`config.mk`:
```
export PLATFORM = sky130hd
export DESIGN_NAME = id_exe_reg
export DESIGN_NICKNAME = d
export VERILOG_FILES = /design/src/rtl/id_exe_reg.sv
export SDC_FILE = /design/constraint.sdc
export NUM_CORES = 1
export LEC_CHECK = 0
export ABC_AREA = 1
export CAP_MARGIN = 20
export CORE_MARGIN = 5
export CORE_UTILIZATION = 34
export CTS_CLUSTER_DIAMETER = 200
export DETAILED_ROUTE_END_ITERATION = 8
export MAX_ROUTING_LAYER = met4
export PLACE_DENSITY = 0.76
export SYNTH_ARGS = -nofsm -noshare
export SYNTH_HDL_FRONTEND = slang
export SYNTH_SLANG_ARGS = --single-unit
```
`constraint.sdc`:
```
create_clock -name clk -period 0.88 [get_ports clk]
set_input_delay 0.176 -clock clk [delete_from_list [all_inputs] [get_ports clk]]
set_output_delay 0.176 -clock clk [all_outputs]
set_load 0.02 [all_outputs]
```
`src/rtl/id_exe_reg.sv`:
```
// id_exe_reg: ID/EXE pipeline register with freeze (hold), flush (bubble) and a per-slot valid bit.
// A cleared slot is all zeros, so a bubble can never write, store, branch or update flags.
module id_exe_reg #(
    parameter int DW = 32,
    parameter int RW = 4
) (
    input  logic          clk,
    input  logic          rst,
    input  logic          freeze,
    input  logic          flush,
    input  logic          valid_in,
    input  logic [DW-1:0] pc_in,
    input  logic          wb_en_in,
    input  logic          mem_r_en_in,
    input  logic          mem_w_en_in,
    input  logic [3:0]    exe_cmd_in,
    input  logic          b_in,
    input  logic          s_in,
    input  logic          imm_in,
    input  logic [DW-1:0] val_rn_in,
    input  logic [DW-1:0] val_rm_in,
    input  logic [11:0]   shift_operand_in,
    input  logic [23:0]   signed_imm_24_in,
    input  logic [RW-1:0] dest_in,
    input  logic [RW-1:0] src1_in,
    input  logic [RW-1:0] src2_in,
    input  logic [3:0]    sr_in,
    output logic          valid_out,
    output logic [DW-1:0] pc_out,
    output logic          wb_en_out,
    output logic          mem_r_en_out,
    output logic          mem_w_en_out,
    output logic [3:0]    exe_cmd_out,
    output logic          b_out,
    output logic          s_out,
    output logic          imm_out,
    output logic [DW-1:0] val_rn_out,
    output logic [DW-1:0] val_rm_out,
    output logic [11:0]   shift_operand_out,
    output logic [23:0]   signed_imm_24_out,
    output logic [RW-1:0] dest_out,
    output logic [RW-1:0] src1_out,
    output logic [RW-1:0] src2_out,
    output logic [3:0]    sr_out,
    output logic          ldorst_out
);
    typedef struct packed {
        logic          valid;
        logic [DW-1:0] pc;
        logic          wb_en;
        logic          mem_r_en;
        logic          mem_w_en;
        logic [3:0]    exe_cmd;
        logic          b;
        logic          s;
        logic          imm;
        logic [DW-1:0] val_rn;
        logic [DW-1:0] val_rm;
        logic [11:0]   shift_operand;
        logic [23:0]   signed_imm_24;
        logic [RW-1:0] dest;
        logic [RW-1:0] src1;
        logic [RW-1:0] src2;
        logic [3:0]    sr;
        logic          ldorst;
    } slot_t;

    slot_t in_s, slot_d, slot_q;

    always_comb begin
        in_s = '{
            valid:         1'b1,
            pc:            pc_in,
            wb_en:         wb_en_in,
            mem_r_en:      mem_r_en_in,
            mem_w_en:      mem_w_en_in,
            exe_cmd:       exe_cmd_in,
            b:             b_in,
            s:             s_in,
            imm:           imm_in,
            val_rn:        val_rn_in,
            val_rm:        val_rm_in,
            shift_operand: shift_operand_in,
            signed_imm_24: signed_imm_24_in,
            dest:          dest_in,
            src1:          src1_in,
            src2:          src2_in,
            sr:            sr_in,
            ldorst:        mem_r_en_in | mem_w_en_in
        };
        // flush beats freeze; an invalid ID slot loads as a bubble
        slot_d = flush ? '0 : freeze ? slot_q : valid_in ? in_s : '0;
    end

    always_ff @(posedge clk) begin
        if (rst) slot_q <= '0;
        else     slot_q <= slot_d;
    end

    assign valid_out         = slot_q.valid;
    assign pc_out            = slot_q.pc;
    assign wb_en_out         = slot_q.wb_en;
    assign mem_r_en_out      = slot_q.mem_r_en;
    assign mem_w_en_out      = slot_q.mem_w_en;
    assign exe_cmd_out       = slot_q.exe_cmd;
    assign b_out             = slot_q.b;
    assign s_out             = slot_q.s;
    assign imm_out           = slot_q.imm;
    assign val_rn_out        = slot_q.val_rn;
    assign val_rm_out        = slot_q.val_rm;
    assign shift_operand_out = slot_q.shift_operand;
    assign signed_imm_24_out = slot_q.signed_imm_24;
    assign dest_out          = slot_q.dest;
    assign src1_out          = slot_q.src1;
    assign src2_out          = slot_q.src2;
    assign sr_out            = slot_q.sr;
    assign ldorst_out        = slot_q.ldorst;
endmodule

```
==> results.json, run 1 <==
{
  "synthCells": 697,
  "setup_tns_ns": -26.07,
  "min_path_type": "input port to flip-flop",
  "final_cells": 1315,
  "wl_per_cell_microns": 17.1,
  "dp.cells": 1216,
  "ctsLongestPathBuffers": 2,
  "wirelength_microns": 22500,
  "fmax_mhz": 945,
  "drtIter0Drc": 248,
  "powerDensity_nw_per_um2": 1560,
  "vias": 6148,
  "drc": 0,
  "worst_slack_ns": -0.178,
  "antenna_found_initial": 0,
  "post-route-period-util_pct": 120,
  "hpwlAfterDp_microns": 13600,
  "grt_max_degree": 60,
  "synth_nets": 860,
  "firstDrtPassIters": 4,
  "core-area_sq_um": 15900,
  "hold_violations": 0,
  "ys_warn_count": 0,
  "numPortBuffers": 322,
  "whs_ns": 0.204,
  "antenna_left": 0,
  "die_h_microns": 138,
  "final.min_clock_period_ns": 1.06,
  "cts_inserted_buffers": 17,
  "final_common_cell": "nand2_1",
  "whs_path_depth": 4,
  "vdd_drop_max_v": 0.00121,
  "layout_common_cells": "nand2_1, buf_6, dfxtp_2",
  "r2r_cells": 4,
  "drive_gt1_share_pct": 42.2,
  "die_w_microns": 138,
  "cp-start-kind": "flip-flop",
  "crit_chain": "buf_6",
  "rsz0062_at_grt": "yes",
  "end_kind": "output port",
  "cts_tree": "yes",
  "worst_pin_slew_ns": 0.233,
  "worstPathRequired_ns": 0.70,
  "max_slew_margin_pct": 84.5,
  "slowest_delay_ns": 0.34,
  "synthDistinctLibCells": 13,
  "io_pins": 323,
  "cp_max_fo": 2,
  "diodes": 0,
  "vias_per_cell": 4.68,
  "syn_to_final_growth_pct": 96.0,
  "nNetsFinal": 1249,
  "ys_ff_latch": 160,
  "place.gp.congestion": 0.844,
  "cap_violations": 0,
  "grt.overflow.total": 0,
  "start_util_pct": 34.9,
  "synth-seq-area-share_pct": 57.6,
  "dp_slack_ns": -0.663,
  "clkSinkCount": 160,
  "violations": "negative setup slack",
  "clk_latency_ns": 0.42,
  "skew_ns": 0,
  "syn-cell-area_sq_um": 5560,
  "clk_pin_slew_ns": 0.07,
  "slowest_stage": "dfxtp_2",
  "cp_num_cells": 1,
  "cts_root_buf": "clkbuf_16",
  "htreeDepth": 4,
  "critical_path_arrival_ns": 0.88,
  "drv_slew": 0,
  "grt_pass1_wl_microns": 31300,
  "synth_area_per_cell_sq_um": 7.98,
  "crit_family": "flip-flops",
  "leakagePower_uw": 0.00437,
  "grt_pass1_vias": 6062,
  "floorplan.rows": 46,
  "cts_hold_buf": 0,
  "status": "complete, but fails checks",
  "setup_viol": 160,
  "crit_buf_inv": 1,
  "crit_type": "flip-flop to output port",
  "dieArea_sq_um": 19000,
  "track_usage_pct": 22.2,
  "final_core_util_pct": 68.3
}
-- through the flow --
stage / power (uW) / area (sq um)
2_1_floorplan: 8380 / 5570
3_3_place_gp: 9590 / 9100
3_5_place_dp: 9610 / 9100
4_1_cts: 17000 / 10600
5_1_grt: 17600 / 10900
6_report: 17000 / 10900
-- cells by family after synthesis --
family          after synthesis  synth area share, %
simple gates                322                 21.9
flops                       160                 57.6
compound gates              159                 14.3
buf+inv                      56                 6.12
-- worst paths after layout --
path,startpoint,slack (ns),endpoint
min,valid_in,0.20,mem_r_en_out$_SDFFE_PP0N_
max reg2reg,val_rm_out[10]$_SDFFE_PP0N_,0.08,val_rm_out[10]$_SDFFE_PP0N_
min reg2reg,pc_out[28]$_SDFFE_PP0N_,0.46,pc_out[28]$_SDFFE_PP0N_
max,shift_operand_out[0]$_SDFFE_PP0N_,-0.18,shift_operand_out[0]
-- registers in the layout, indices dropped and copies added, names as in the netlist, 4 cells and up --
name / cells
val_rn_out: 32
val_rm_out: 32
dest_out: 4
signed_imm_24_out: 24
sr_out: 4
src2_out: 4
src1_out: 4
pc_out: 32
shift_operand_out: 12
exe_cmd_out: 4
-- cell usage after synthesis (all sizes together) --
cell,instances,area share (%)
buf,34,4.6
nand2,316,21
clkbuf,18,1.2
a21oi,159,14
nand3,3,0.27
dfxtp,160,58
nor2,3,0.34
inv,4,0.27
-- cell type report --
type,count,area (sq um)
fillers,1206,5050
repair buffers,422,4590
flip-flops and latches,160,3400
multi-input cells,481,2050
clock buffers,20,447
well taps,216,270
clock inverters,12,111
inverters,4,22.5
-- where the power goes --
group          switching [uW]  internal (uW)
combinational            1000           1410
clock                    3080           3980
sequential                101           7420
-- timing repair --
| action | 4_1_cts | 5_1_grt |
|---|---|---|
| gates cloned | 9 | 3 |
| endpoints found under the setup margin | 319 | 245 |
| resized for setup | 1145 | 13 |
| pin swaps | 2 | 2 |
| setup buffers | 25 | 30 |
-- metal layers --
layer	share of wire, %	track usage (%)
met5	0	-
met3	7.3	6.13
met1	39	23.9
met4	4.5	11.3
met2	49	37.5
(Power assumes the default switching activity.)
==> run 2: changes to the inputs <==
Settings changed: GPL_ROUTABILITY_DRIVEN set to 0.
==> results of run 2 <==
No change in the layout: final DEF, timing and power equal those of run 1.
==> run 3: changes to the inputs <==
--- a/config.mk
+++ b/config.mk
@@ -7,3 +7,2 @@
 export LEC_CHECK = 0
-export ABC_AREA = 1
 export CAP_MARGIN = 20
@@ -11,2 +10,3 @@
 export CORE_UTILIZATION = 34
+export CTS_BUF_LIST = sky130_fd_sc_hd__clkbuf_4 sky130_fd_sc_hd__clkbuf_8 sky130_fd_sc_hd__clkbuf_16
 export CTS_CLUSTER_DIAMETER = 200
@@ -15,3 +15,3 @@
 export MAX_ROUTING_LAYER = met4
-export PLACE_DENSITY = 0.76
+export PLACE_DENSITY = 0.77
 export SYNTH_ARGS = -nofsm -noshare
==> constraint.sdc (replaced) <==
create_clock -name clk -period 0.88 [get_ports clk]
set_input_delay 0.088 -clock clk [delete_from_list [all_inputs] [get_ports clk]]
set_output_delay 0.088 -clock clk [all_outputs]
set_load 0.02 [all_outputs]
==> results.json, run 3 <==
{
  "clk_pin_slew_ns": 0.06,
  "multiInputGateArea_sq_um": 2040,
  "synth_area_per_cell_sq_um": 10.0,
  "grt_util_met1_pct": 24.4,
  "setup_viol": 163,
  "vias": 5567,
  "firstDrtPassIters": 4,
  "vias_per_cell": 4.84,
  "skew_ns": 0,
  "layout_common_cells": "buf_6, dfxtp_2, clkdlybuf4s50_1",
  "cts_tree": "yes",
  "io_pins": 323,
  "muxShareOfSynthArea_pct": 0,
  "dieArea_sq_um": 18400,
  "drtIter0Drc": 193,
  "nNetsFinal": 1085,
  "synth-seq-area-share_pct": 59.7,
  "antenna_found_initial": 0,
  "cp_max_fo": 2,
  "grt_pass1_wl_microns": 29500,
  "met2_usage_pct": 33.4,
  "yosys.area.top_type": "dfxtp_1",
  "synth_nets": 700,
  "top_usage_layer": "met2",
  "hpwlAfterDp_microns": 13800,
  "floorplan.rows": 46,
  "ys_ff_latch": 160,
  "min_path_type": "input port to flip-flop",
  "cp-start-kind": "flip-flop",
  "htreeDepth": 4,
  "start_util_pct": 34.2,
  "crit_family": "flip-flops",
  "grt.overflow.total": 0,
  "yosys.area_share.simple_pct": 11.5,
  "crit_chain": "buf_6",
  "cts_hold_buf": 0,
  "synthDistinctLibCells": 13,
  "hold_violations": 0,
  "critical_path_arrival_ns": 0.89,
  "fillers": 1162,
  "drv_slew": 0,
  "synthCells": 537,
  "cap_violations": 0,
  "dp_slack_ns": -0.501,
  "synth_compound_area_share_pct": 22.5,
  "drc": 0,
  "use_met3_pct": 7.95,
  "final_core_util_pct": 68.0,
  "status": "complete, but fails checks",
  "clkSinkCount": 160,
  "core-area_sq_um": 15700,
  "vdd_drop_max_v": 0.00114,
  "wirelength_microns": 19400,
  "violations": "negative setup slack",
  "power.total_uw": 17100,
  "worst_slack_ns": -0.0936,
  "track_usage_pct": 21.0,
  "max_slew_margin_pct": 79.8,
  "slowest_delay_ns": 0.36,
  "ys_top_cells_by_count": "dfxtp_1, nor2_1, a22oi_1",
  "worst_pin_slew_ns": 0.304,
  "synthFlopType": "dfxtp_1",
  "netlist_top_cells_area": "dfxtp_1, a22oi_1, nor2_1",
  "syn-cell-area_sq_um": 5370,
  "final.min_clock_period_ns": 0.974,
  "numPortBuffers": 322,
  "synth.most_common_cell": "dfxtp_1",
  "crit_buf_inv": 1,
  "synthArstFlopShare_pct": 0,
  "leakagePower_uw": 0.00432,
  "fmax_mhz": 1030,
  "whs_ns": 0.132,
  "wl_per_cell_microns": 16.8,
  "final_common_cell": "buf_6",
  "die_w_microns": 136,
  "die_h_microns": 136,
  "rsz0062_at_grt": "yes",
  "rrSetupSlack_ns": -0.02,
  "synth_top_family_by_area": "compound AO/OA/AOI/OAI gates",
  "ys_warn_count": 0,
  "yosysTopAreaCellShare_pct": 59.7,
  "grt_pass1_vias": 5639,
  "syn_to_final_growth_pct": 99.0,
  "end_kind": "output port",
  "cts_inserted_buffers": 17,
  "ctsLongestPathBuffers": 2,
  "worstPathRequired_ns": 0.79,
  "slowest_stage": "dfxtp_2",
  "register_area_sq_um": 3400,
  "diodes": 0,
  "cts_root_buf": "clkbuf_16",
  "grt_max_degree": 63,
  "crit_type": "flip-flop to output port",
  "post-route-period-util_pct": 111,
  "synth_edf_count": 0,
  "clk_latency_ns": 0.41,
  "synth_fa_ha_area_share_pct": 0,
  "synth-xor-area-share_pct": 0,
  "drive_gt1_share_pct": 53.0,
  "antenna_left": 0,
  "setup_tns_ns": -10.62,
  "powerDensity_nw_per_um2": 1600
}
run 3: cells by family (layout without fill, tap and decap cells):
logic type / after synthesis / in the layout
buf+inv: 54 / 451
simple gates: 162 / 162
compound gates: 161 / 161
flops: 160 / 160
run 3: metrics by stage:
| stage | instances | instance area, sq um |
|---|---|---|
| 6_report | 1150 | 10700 |
| 5_1_grt | 1150 | 10700 |
| 3_5_place_dp | 1086 | 9350 |
| 2_1_floorplan | 537 | 5600 |
| 4_1_cts | 1138 | 10600 |
| 3_3_place_gp | 1086 | 9350 |
run 3: worst paths after layout:
path,from,end,cells after the start
worst max register to register,s_out$_SDFFE_PP0N_,s_out$_SDFFE_PP0N_,4
worst max-delay path,val_rn_out[3]$_SDFFE_PP0N_,val_rn_out[3],1
worst min-delay path,freeze,sr_out[0]$_SDFFE_PP0N_,4
worst min register to register,ldorst_out$_SDFFE_PP0N_,ldorst_out$_SDFFE_PP0N_,2
run 3: where the power goes:
part           switching, uW  internal [uW]  total, uW
registers                104           7420       7520
clock network           2870           4410       7280
logic                    953           1390       2340
total                   3930          13200      17100
run 3: layer usage:
layer,part of all wire (%),vias to the layer above
met3,10,37
met1,40,2609
met2,47,249
li1,-,2672
met5,0,-
met4,2.5,0
run 3: cell type report:
type | instances | share of cell area (%)
well taps | 216 | 2.53
repair buffers | 420 | 41.1
multi-input cells | 323 | 19.1
flip-flops and latches | 160 | 31.9
clock inverters | 9 | 1.03
clock buffers | 22 | 4.45
run 3: worst reg2reg max path: stages, from the launching register on:
cell	delay [ns]
dfxtp_2	0.32
buf_4	0.13
buf_4	0.12
a22oi_2	0.17
nor2_1	0.05
run 3: what timing repair did:
| item | in CTS | in global routing |
|---|---|---|
| pin swaps | 1 | 5 |
| hold endpoints to repair | 0 | 0 |
| endpoints found under the setup margin | 288 | 161 |
| buffers inserted | 19 | 12 |
| gates resized for setup | 1104 | 7 |
| gates cloned | 2 | 0 |
